`config.mk`:
```
export PLATFORM = sky130hd
export DESIGN_NAME = axis_frame_source
export DESIGN_NICKNAME = d
export VERILOG_FILES = /design/src/rtl/axis_frame_source.sv
export SDC_FILE = /design/constraint.sdc
export NUM_CORES = 1
export LEC_CHECK = 0
export CORE_MARGIN = 3
export CORE_UTILIZATION = 45
export CTS_CLUSTER_DIAMETER = 120
export CTS_CLUSTER_SIZE = 14
export DETAILED_ROUTE_END_ITERATION = 16
export DONT_BUFFER_PORTS = 1
export SLEW_MARGIN = 25
export SYNTH_ARGS = -nofsm -noshare
export SYNTH_HDL_FRONTEND = slang
export SYNTH_SLANG_ARGS = --single-unit
```
`constraint.sdc`:
```
create_clock -name aclk -period 5.5 [get_ports aclk]
set_clock_uncertainty 0.2 [all_clocks]
set_input_delay 0.55 -clock aclk [delete_from_list [all_inputs] [get_ports aclk]]
set_output_delay 0.55 -clock aclk [all_outputs]
set_load 0.005 [all_outputs]
```
`src/rtl/axis_frame_source.sv`:
```
// AXI-Stream frame generator: frame_len beats of seed, seed+1, ... with tlast on the final beat.
// First beat is valid the cycle after start is taken; tready low stalls the current beat in place.
module axis_frame_source #(
    parameter int DATA_WIDTH = 32,
    parameter int LEN_WIDTH  = 16,
    parameter int CNT_WIDTH  = 16
) (
    input  logic                  aclk,
    input  logic                  areset,
    input  logic                  start,
    input  logic [LEN_WIDTH-1:0]  frame_len,
    input  logic [DATA_WIDTH-1:0] seed,
    output logic                  busy,
    output logic                  done,
    output logic [CNT_WIDTH-1:0]  frames_sent,
    output logic [DATA_WIDTH-1:0] m_axis_tdata,
    output logic                  m_axis_tvalid,
    input  logic                  m_axis_tready,
    output logic                  m_axis_tlast
);

    typedef enum logic {IDLE, SEND} state_t;

    state_t               state;
    logic [LEN_WIDTH-1:0] len_q;
    logic [LEN_WIDTH-1:0] idx;
    logic [LEN_WIDTH-1:0] idx_next;
    logic                 next_is_last;

    // tlast for the following beat is precomputed so it can leave a register
    always_comb begin
        idx_next     = idx + LEN_WIDTH'(1);
        next_is_last = (idx_next == len_q - LEN_WIDTH'(1));
    end

    always_ff @(posedge aclk or posedge areset) begin
        if (areset) begin
            state         <= IDLE;
            len_q         <= '0;
            idx           <= '0;
            busy          <= 1'b0;
            done          <= 1'b0;
            frames_sent   <= '0;
            m_axis_tdata  <= '0;
            m_axis_tvalid <= 1'b0;
            m_axis_tlast  <= 1'b0;
        end else begin
            done <= 1'b0;
            case (state)
                IDLE: begin
                    if (start && (frame_len != '0)) begin
                        state         <= SEND;
                        len_q         <= frame_len;
                        idx           <= '0;
                        busy          <= 1'b1;
                        m_axis_tdata  <= seed;
                        m_axis_tvalid <= 1'b1;
                        m_axis_tlast  <= (frame_len == LEN_WIDTH'(1));
                    end
                end
                SEND: begin
                    if (m_axis_tvalid && m_axis_tready) begin
                        if (m_axis_tlast) begin
                            state         <= IDLE;
                            busy          <= 1'b0;
                            done          <= 1'b1;
                            frames_sent   <= frames_sent + CNT_WIDTH'(1);
                            m_axis_tvalid <= 1'b0;
                            m_axis_tlast  <= 1'b0;
                        end else begin
                            idx           <= idx_next;
                            m_axis_tdata  <= m_axis_tdata + DATA_WIDTH'(1);
                            m_axis_tlast  <= next_is_last;
                        end
                    end
                end
                default: state <= IDLE;
            endcase
        end
    end

endmodule

```
==> results.tsv, run 1 <==
stage	metric	value	unit
clock_network	numCtsBuffers	9	
die	die_h	110	µm
die	pin_count	104	
die	initial_core_util	0.467	
synthesis	ys_seq_elements	84	
final_layout	drive_gt1_frac	0.0690	
synthesis	synth_xor_area_frac	0.111	
worst_setup_path	end_kind	flip-flop	
global_route	grt_pass1_vias	4069	
synthesis	synthSimpleGateAreaFrac	0.266	
sta	period_needed	2900	ps
sta	drv_slew	0	
sta	finalSetupTns	0	ps
placed_design	dp.cells	685	
routing	via_count	4170	
synthesis	synthAdderAreaFrac	0.0102	
routing	final_antenna_net_count	0	
worst_setup_path	slowest_stage	and4_1	
die	die_area	0.0122	mm²
clock_network	clkLatencyLatePin	370	ps
clock_network	cts-root-buf	clkbuf_8	
hold_path	worstHoldPathType	input port to flip-flop	
global_route	track_usage	0.219	
routing	wire_per_inst	18.1	µm
pwr	power.total	2.26	mW
clock_network	clock_sinks	84	
pwr	internal-power	1.35	mW
clock_network	cts_buffer_depth	2	
routing	routed_wl	12700	µm
sta	fmax	0.345	GHz
global_route	grt_antenna_before_repair	0	
synthesis	synth-async-reset-ratio	1.00	
clock_network	cts.htree.levels	3	
die	die_w	110	µm
placed_design	post-dp-hpwl	9130	µm
synthesis	synthMuxAreaShare	0.0128	
final_layout	n_antenna_cell	0	
worst_setup_path	cp_data_required_time	5550	ps
pwr	switching_share	0.406	
pwr	p_sw	0.918	mW
pwr	leakagePower	2.17	nW
routing	drc	0	
sta	fin_crit_sh	0.527	
sta	hold_viol_final	0	
pwr	seqPwrFrac	0.479	
global_route	grt_max_degree	58	
synthesis	yosysMostFrequentCell	nand2_1	
synthesis	syn_nets	625	
worst_setup_path	path_class	flip-flop to flip-flop	
synthesis	yosysTopAreaCellShare	0.430	
die	coreArea	0.0105	mm²
final_layout	final_util	0.498	
worst_setup_path	path_cells	buf_4 > and4_1 > and3_1 > and3_1 > and4_1 > nor2b_1 > nand3_1 > xnor2_1	
pwr	power_frac_comb	0.317	
synthesis	avgSynthCellArea	8.60	µm²
placed_design	place.gp.congestion	0.826	
final_layout	stdcell_count	701	
synthesis	yosys_most_used_dff	dfrtp_1	
clock_network	cts_tree	yes	
sta	grt_setup_unrepaired	false	
final_layout	synthToLayoutAreaGrowth	6.60	%
clock_network	post-cts-setup-buffers	0	
synthesis	synth_compound_area_frac	0.142	
final_layout	fin_nets	617	
worst_setup_path	slowest_delay	490	ps
synthesis	syn_inst	569	
routing	dr.pass1.iters	4	
run_status	status	completed	
pwr	power_density	434	mW/mm²
synthesis	synth_edf_count	0	
routing	drt_iter0_drc	316	
synthesis	synth_top_area_cell	dfrtp_1	
sta	tightest_slew	804	ps
synthesis	yosysWarnings	0	
worst_setup_path	start_kind	flip-flop	
routing	viasPerCell	5.95	
synthesis	yosysUniqueCellTypes	46	
synthesis	syn_area	0.00489	mm²
pwr	ir_drop	0.000274	V
synthesis	synth-seq-area-share	0.430	
synthesis	synth_area_leaders	dfrtp_1 (43%), xnor2_1 (8.2%), nand2_1 (7.1%)	
worst_setup_path	worstPathMaxFanout	57	
worst_setup_path	arrival	2950	ps
placed_design	port_buffers	0	
die	std_cell_rows	37	
global_route	grt_first_pass_wirelength	20500	µm
placed_design	placed_area	0.00500	mm²
synthesis	synth_top_family_by_area	simple AND/OR/NAND/NOR gates	
global_route	grt-ovfl-total	0	
clock_network	cts.clk_slew.worst_paths	80	ps
run	maxCapViolCount	0	
synthesis	synthTopCellsByCount	nand2_1 (92), dfrtp_1 (84), nor2_1 (57), xnor2_1 (46), o21ai_0 (41)	
pwr	power.share.clock	0.204	
sta	max_slew_margin	0.461	
sta	setup_viol	0	
final_layout	final_cell_area	0.00521	mm²
-- power groups by stage --
stage / combinational (mW) / clock [mW] / sequential [mW]
finish: 0.718 / 0.461 / 1.09
global route: 0.826 / 0.497 / 1.12
CTS: 0.721 / 0.473 / 1.09
detailed placement: 0.719 / 0 / 1.10
global placement: 0.698 / 0 / 1.09
floorplan: 0.596 / 0 / 1.01
-- worst paths after layout --
check / slack (ps) / cells after the start / endpoint / start
hold / removal: 80 / 2 / len_q[11] / frame_len[11]
max in group asynchronous: 3510 / 3 / state / areset
setup reg to reg: 2600 / 8 / frames_sent[15] / state
setup / recovery: 2600 / 8 / frames_sent[15] / state
hold reg to reg: 320 / 1 / frames_sent[15] / frames_sent[15]
min in group asynchronous: 500 / 2 / m_axis_tdata[13] / areset
-- cells by family (layout without fill, tap and decap cells) --
| group | after synthesis | after routing |
|---|---|---|
| simple gates | 262 | 262 |
| compound gates | 118 | 118 |
| fa+ha+maj | 4 | 4 |
| mux | 6 | 6 |
| xor+xnor | 62 | 62 |
| buf+inv | 33 | 29 |
| flops | 84 | 84 |
-- stage by stage --
stage | hold slack (ps) | setup slack [ps]
2_1_floorplan | 265 | 2580
3_3_place_gp | 285 | 2390
3_5_place_dp | 304 | 2280
4_1_cts | 66.0 | 2380
5_1_grt | 90.0 | 2330
6_report | 84.2 | 2600
-- worst max-delay path: cells and delay by family, from the launching register on --
family        cells  cell delay, ps
xor+xnor          1             140
buf+inv           1             470
flops             1             360
simple gates      6            1600
-- state kept, by name, indices dropped and copies added, names as in the netlist --
| name | count |
|---|---|
| frames_sent | 16 |
| m_axis_tvalid | 1 |
| done | 1 |
| m_axis_tlast | 1 |
| state | 1 |
| m_axis_tdata | 32 |
| len_q | 16 |
| idx | 16 |
-- routing by layer --
layer / up-vias / part of all wire / global-route usage / wire length [µm]
li1: 2002 / - / - / -
met1: 2006 / 0.46 / 0.304 / 5810
met2: 142 / 0.44 / 0.324 / 5580
met3: 20 / 0.077 / 0.0530 / 974
met4: 0 / 0.025 / 0.100 / 312
met5: - / 0 / 0 / 0
-- cells in the final DEF, fill, tap and decap left out, types with 4 or more instances in the layout --
master    instances
nand2_1          92
dfrtp_1          83
nor2_1           56
xnor2_1          46
o21ai_0          41
a21oi_1          37
nand3_1          29
nand4_1          16
and3_1           16
xor2_1           16
clkbuf_8         11
o22ai_1          10
a211oi_1         10
nor3_1            9
inv_1             7
nor4_1            7
and4_1            6
o31ai_1           6
buf_4             5
nand2b_1          4
or4_1             4
a31oi_1           4
mux2i_1           4
ha_1              4
-- repair_timing --
| item | in CTS | in global routing |
|---|---|---|
| resized for setup | 0 | 0 |
| hold buffers | 1 | 0 |
| hold endpoints to repair | 34 | 0 |
-- cell type report --
cell class                 instances  area, µm²
clock buffer                      11        151
clock inverter                     4       48.8
fill                            1008       5250
inverter                           8       31.3
multi-input combinational        452       2660
sequential                        84       2100
tap                              136        170
timing repair buffer               6       47.5
Note: power is estimated with default switching activity, not from simulation.
==> inputs of run 2 (changes only) <==
==> constraint.sdc (replaced) <==
create_clock -name aclk -period 2.85 [get_ports aclk]
set_clock_uncertainty 0.2 [all_clocks]
set_input_delay 0.285 -clock aclk [delete_from_list [all_inputs] [get_ports aclk]]
set_output_delay 0.285 -clock aclk [all_outputs]
set_load 0.005 [all_outputs]
==> run 2 against run 1 <==
Against the previous run:
- maximum frequency up 12%
- cell count is 8.1% higher
- largest power group unchanged
- die area unchanged
- sequential share of layout area shrank 3.8 points
- largest cell class unchanged
- setup slack worse by 2300 ps
- hold slack got worse by 51 ps
- clock power grew 91%
- clock-buffer cell count rose by 4
- highest routed layer unchanged
==> results.tsv, run 2 (synthesized netlist as in run 1, its figures left out) <==
stage	metric	value	unit	change
worst_setup_path	slowest_stage	or4_1		
clock_network	post_cts_resize_count	0		unchanged
worst_setup_path	path_delay_family	simple AND/OR/NAND/NOR gates		
clock_network	cts_buffer_depth	2		unchanged
routing	routed_wl	13000	µm	+2.5%
clock_network	cts_tree	yes		
worst_setup_path	worstPathMaxFanout	9		-84%
global_route	grt-ovfl-total	0		unchanged
clock_network	cts.clk_slew.worst_paths	90	ps	about the same
clock_network	clock_sinks	84		unchanged
die	coreArea	0.0105	mm²	unchanged
final_layout	synthToLayoutAreaGrowth	17.6	%	
sta	period_needed	2580	ps	-320 ps
routing	final_antenna_net_count	0		unchanged
placed_design	place.gp.congestion	0.827		+0.12%
die	pin_count	104		unchanged
worst_setup_path	path_cells	nand4_1 > or4_1 > nor3_4 > nand3_2 > nor3_2 > xnor2_1 > a21oi_1		
global_route	grt_pass1_vias	4073		+0.098%
routing	via_count	4369		+4.8%
routing	dr.pass1.iters	5		+1
sta	setup_viol	0		unchanged
clock_network	cts-root-buf	clkbuf_8		
final_layout	fill_cells	1017		+0.89%
die	initial_core_util	0.467		unchanged
worst_setup_path	end_kind	flip-flop		
placed_design	dp_slack	314	ps	-1960 ps
clock_network	post-cts-setup-buffers	0		unchanged
worst_setup_path	cp_data_required_time	2890	ps	-2660 ps
clock_network	numCtsBuffers	9		unchanged
worst_setup_path	path_class	flip-flop to flip-flop		
sta	fmax	0.388	GHz	+12%
final_layout	multiInputGateArea	0.00265	mm²	-0.28%
global_route	grt_first_pass_wirelength	20400	µm	-0.27%
clock_network	clkLatencyLatePin	370	ps	about the same
die	die_w	110	µm	unchanged
global_route	grt_use_met2	0.319		-0.00433
global_route	grt_antenna_before_repair	0		unchanged
sta	tightest_slew	629	ps	-175 ps
global_route	met1_usage	0.318		+0.0134
placed_design	port_buffers	0		unchanged
run	maxCapViolCount	0		unchanged
sta	finalSetupTns	0	ps	unchanged
routing	drt_iter0_drc	428		+35%
placed_design	post-dp-hpwl	9020	µm	-1.2%
run_status	status	completed		
global_route	grt_max_degree	53		-8.6%
die	std_cell_rows	37		unchanged
final_layout	layout_commonest_cell	nand2_1		
worst_setup_path	start_kind	flip-flop		
pwr	power_density	780	mW/mm²	+80%
final_layout	seqCellArea	0.00210	mm²	unchanged
global_route	track_usage	0.218		-0.00129
global_route	grtUsageMet3	0.0466		-0.00641
final_layout	largest_reg_flops	32		unchanged
routing	viasPerCell	5.76		-3.1%
sta	postLayoutSetupSlackWorst	271	ps	-2330 ps
die	die_h	110	µm	unchanged
pwr	power.total	4.49	mW	+98%
pwr	power_frac_comb	0.336		+0.019
final_layout	regMostFlops	m_axis_tdata		
clock_network	cts.htree.levels	3		unchanged
hold_path	worstHoldPathType	input port to flip-flop		
sta	drv_slew	0		unchanged
sta	fin_crit_sh	0.905		+0.378
sta	grt_setup_unrepaired	false		
final_layout	n_antenna_cell	0		unchanged
pwr	ir_drop	0.000515	V	+88%
worst_setup_path	critPathBufInv	0		-1
worst_setup_path	slowest_delay	620	ps	+130 ps
final_layout	fin_nets	673		+9.1%
routing	drc	0		unchanged
sta	max_slew_margin	0.580		+0.120
final_layout	drive_gt1_frac	0.0707		+0.00171
global_route	grt_most_used_layer	met2		
pwr	leakagePower	2.40	nW	+11%
pwr	seqPwrFrac	0.468		-0.011
worst_setup_path	arrival	2620	ps	-330 ps
pwr	p_sw	1.79	mW	+95%
pwr	power.share.clock	0.196		-0.008
sta	hold_viol_final	0		unchanged
final_layout	final_cell_mix	nand2_1 (92), dfrtp_1 (83), nor2_1 (57), dlygate4sd3_1 (48), xnor2_1 (46)		
die	die_area	0.0122	mm²	unchanged
pwr	internal-power	2.70	mW	+100%
pwr	switching_share	0.398		-0.00721
clock_network	hold_buffers	48		+47
routing	wire_per_inst	17.1	µm	-5.2%
[run 2: changes by cell type in the layout (fill, tap and decap cells not counted)]
cell / delta
dlygate4sd3_1: +47
buf_12: +1
buf_4: +8
nor2_4: -1
nor2_1: +1
clkinv_4: -1
clkbuf_1: +4
clkinv_2: -2
[run 2: worst reg2reg max path, delay by kind of cell (launching register included)]
kind                      cells  cell delay [ps]
and+or+nand+nor               5             1560
DFF                           1              490
xor gates and xnor gates      1              130
AOI/OAI and AO/OA             1               80
[run 2: metal layers]
| layer | routed length [µm] | part of all wire |
|---|---|---|
| met5 | 0 | 0 |
| met4 | 207 | 0.016 |
| met3 | 960 | 0.074 |
| met2 | 5760 | 0.44 |
| met1 | 6060 | 0.47 |
[run 2: layout make-up]
| class | instances | area share |
|---|---|---|
| multi-input combinational | 452 | 0.461 |
| inverter | 8 | 0.00544 |
| sequential | 84 | 0.366 |
| clock buffer | 15 | 0.0289 |
| tap | 136 | 0.0296 |
| timing repair buffer | 62 | 0.104 |
| clock inverter | 1 | 0.00522 |
[run 2: path summary, 6_finish.rpt]
kind                                   from          endpoint  slack (ps)  cells past startpoint
min reg2reg                 frames_sent[15]   frames_sent[15]         300                      1
max in group asynchronous            areset  m_axis_tdata[17]        1510                      3
max                        m_axis_tdata[11]  m_axis_tdata[31]         270                      7
min in group asynchronous            areset  m_axis_tdata[11]         230                      2
min                                   start      m_axis_tlast          30                      3
max reg2reg                m_axis_tdata[11]  m_axis_tdata[31]         270                      7
[run 2: power groups by stage]
stage | clock network (mW) | logic (mW) | registers, mW
after floorplan | 0 | 1.15 | 1.95
after global routing | 0.949 | 1.69 | 2.18
after global placement | 0 | 1.40 | 2.10
after CTS | 0.905 | 1.50 | 2.09
after detailed placement | 0 | 1.44 | 2.12
final | 0.881 | 1.51 | 2.10
[run 2: through the flow]
stage / util / cell area, µm² / hold slack, ps / instances
2_1_floorplan: - / 4890 / 190 / 569
3_3_place_gp: 0.485 / 5080 / 47.2 / 694
3_5_place_dp: 0.485 / 5080 / 59.6 / 694
4_1_cts: 0.550 / 5750 / 8.92 / 758
5_1_grt: 0.550 / 5750 / 46.2 / 758
6_report: 0.550 / 5750 / 33.5 / 758
==> inputs of run 3 (changes only) <==
--- a/config.mk
+++ b/config.mk
@@ -11,6 +11,7 @@
 export CTS_CLUSTER_SIZE = 14
 export DETAILED_ROUTE_END_ITERATION = 16
 export DONT_BUFFER_PORTS = 1
+export RECOVER_POWER = 25
 export SLEW_MARGIN = 25
 export SYNTH_ARGS = -nofsm -noshare
 export SYNTH_HDL_FRONTEND = slang
==> run 3 against run 2 <==
Against the previous run:
- the run now ends with max-capacitance violations, max-slew violations left
- utilization about the same
- maximum frequency is essentially flat
- cell count unchanged
- critical path depth is 1 lower
- flip-flop and latch count unchanged
- sequential power barely moved
- critical path type unchanged
- global-route usage stayed put
- via count up 0.11%
==> results.tsv, run 3 (synthesized netlist as in run 1, its figures left out) <==
stage	metric	value	unit	change
sta	tightest_slew	1580	ps	+955 ps
worst_setup_path	end_kind	flip-flop		
global_route	grtUsageMet3	0.0466		unchanged
clock_network	cts.htree.levels	3		unchanged
clock_network	cts.clk_slew.worst_paths	90	ps	about the same
placed_design	placed_area	0.00508	mm²	unchanged
hold_path	worstHoldPathType	input port to flip-flop		
global_route	grt_first_pass_wirelength	20400	µm	unchanged
die	die_w	110	µm	unchanged
global_route	grt_use_met2	0.319		unchanged
pwr	internal-power	2.70	mW	about the same
placed_design	place.gp.congestion	0.827		unchanged
final_layout	largest_reg_flops	32		unchanged
global_route	met1_usage	0.318		unchanged
final_layout	fill_cells	1016		-0.098%
die	std_cell_rows	37		unchanged
pwr	leakagePower	2.39	nW	-0.34%
die	coreArea	0.0105	mm²	unchanged
final_layout	final_cell_area	0.00575	mm²	about the same
global_route	grt_max_degree	53		unchanged
final_layout	n_antenna_cell	0		unchanged
run	maxCapViolCount	1		+1
sta	fin_crit_sh	0.905		about the same
clock_network	cts-root-buf	clkbuf_8		
die	die_area	0.0122	mm²	unchanged
final_layout	fin_nets	673		unchanged
clock_network	clkLatencyLatePin	370	ps	about the same
sta	setup_viol	0		unchanged
final_layout	final_cell_mix	nand2_1 (92), dfrtp_1 (83), nor2_1 (57), dlygate4sd3_1 (48), xnor2_1 (46)		
worst_setup_path	worstPathMaxFanout	7		-2
worst_setup_path	path_delay_family	simple AND/OR/NAND/NOR gates		
worst_setup_path	critPathBufInv	0		unchanged
routing	drt_iter0_drc	427		-0.23%
run_status	status	finished, violations left		
pwr	power_frac_comb	0.336		about the same
placed_design	dp.cells	694		unchanged
routing	viasPerCell	5.77		+0.11%
pwr	p_sw	1.78	mW	-0.24%
placed_design	post-dp-hpwl	9020	µm	unchanged
die	initial_core_util	0.467		unchanged
sta	finalSetupTns	0	ps	unchanged
die	pin_count	104		unchanged
sta	fmax	0.388	GHz	about the same
clock_network	numCtsBuffers	9		unchanged
routing	dr.pass1.iters	5		unchanged
final_layout	stdcell_count	758		unchanged
worst_setup_path	arrival	2610	ps	about the same
pwr	switching_share	0.398		-0.000521
run_status	violations	max-capacitance violations, max-slew violations		
pwr	power_density	780	mW/mm²	about the same
worst_setup_path	path_class	flip-flop to flip-flop		
pwr	ir_drop	0.000515	V	+0.12%
clock_network	cts_tree	yes		
worst_setup_path	slowest_delay	620	ps	about the same
routing	drc	0		unchanged
placed_design	port_buffers	0		unchanged
pwr	power.share.clock	0.196		about the same
global_route	grt_pass1_vias	4073		unchanged
global_route	grt_antenna_before_repair	0		unchanged
worst_setup_path	path_cells	nand4_1 > or4_1 > nor3_2 > nand3_1 > o22ai_1 > a21oi_1		
final_layout	drive_gt1_frac	0.0691		-0.00161
die	die_h	110	µm	unchanged
pwr	seqPwrFrac	0.468		about the same
clock_network	clock_sinks	84		unchanged
global_route	grt-ovfl-total	0		unchanged
sta	grt_setup_unrepaired	false		
routing	final_antenna_net_count	0		unchanged
worst_setup_path	slowest_stage	or4_1		
pwr	power.total	4.48	mW	-0.11%
clock_network	cts_buffer_depth	2		unchanged
sta	drv_slew	33		+33
final_layout	layout_commonest_cell	nand2_1		
worst_setup_path	cp_data_required_time	2880	ps	about the same
worst_setup_path	start_kind	flip-flop		
global_route	track_usage	0.218		unchanged
final_layout	synthToLayoutAreaGrowth	17.5	%	about the same
global_route	grt_most_used_layer	met2		
final_layout	regMostFlops	m_axis_tdata		
routing	wire_per_inst	17.1	µm	-0.21%
routing	via_count	4374		+0.11%
sta	hold_viol_final	0		unchanged
routing	routed_wl	13000	µm	-0.21%
sta	max_slew_margin	-0.0617		-0.642
sta	holdWs	34.8	ps	+1.28 ps
sta	period_needed	2580	ps	+1.04 ps
[run 3: worst register-to-register path, stage by stage (launching register included)]
cell and delay, ps:
dfrtp_1 490, nand4_1 220, or4_1 620, nor3_2 480, nand3_1 190, o22ai_1 170, a21oi_1 80
[run 3: final cells by class]
type	count	area, µm²	share of cell area
timing repair buffer	62	594	0.103
multi-input combinational	452	2650	0.462
clock buffer	15	166	0.0289
clock inverter	1	30.0	0.00522
inverter	8	31.3	0.00544
sequential	84	2100	0.366
tap	136	170	0.0296
[run 3: what timing repair did]
action / 4_1_cts / 5_1_grt
endpoints found under the hold margin: 79 / 0
buffers inserted: 0 / 0
hold buffers: 48 / 0
gates resized for setup: 0 / 0
[run 3: power by group through the flow]
| stage | Sequential (mW) | Combinational [mW] | Clock (mW) |
|---|---|---|---|
| after global routing | 2.18 | 1.69 | 0.949 |
| after floorplan | 1.95 | 1.15 | 0 |
| after detailed placement | 2.12 | 1.44 | 0 |
| after global placement | 2.10 | 1.40 | 0 |
| final | 2.10 | 1.50 | 0.879 |
| after CTS | 2.09 | 1.50 | 0.905 |
[run 3: layer usage]
metal / vias to the layer above / routed length, µm
met5: - / 0
met4: 0 / 210
met3: 15 / 998
met2: 166 / 5750
met1: 2085 / 6000
li1: 2108 / -
[run 3: per-stage QoR]
step	util	worst slack, ps
final	0.550	270
after global routing	0.550	117
after CTS	0.550	301
after detailed placement	0.485	314
after global placement	0.485	386
after floorplan	-	200
[run 3: worst paths after layout]
check	from	slack, ps	cells past startpoint	to
worst min-delay path	start	30	3	m_axis_tlast
max in group asynchronous	areset	1000	3	m_axis_tdata[17]
min in group asynchronous	areset	550	2	m_axis_tdata[11]
worst max register to register	m_axis_tdata[11]	270	6	m_axis_tdata[30]
worst max-delay path	m_axis_tdata[11]	270	6	m_axis_tdata[30]
worst min register to register	frames_sent[15]	300	1	frames_sent[15]
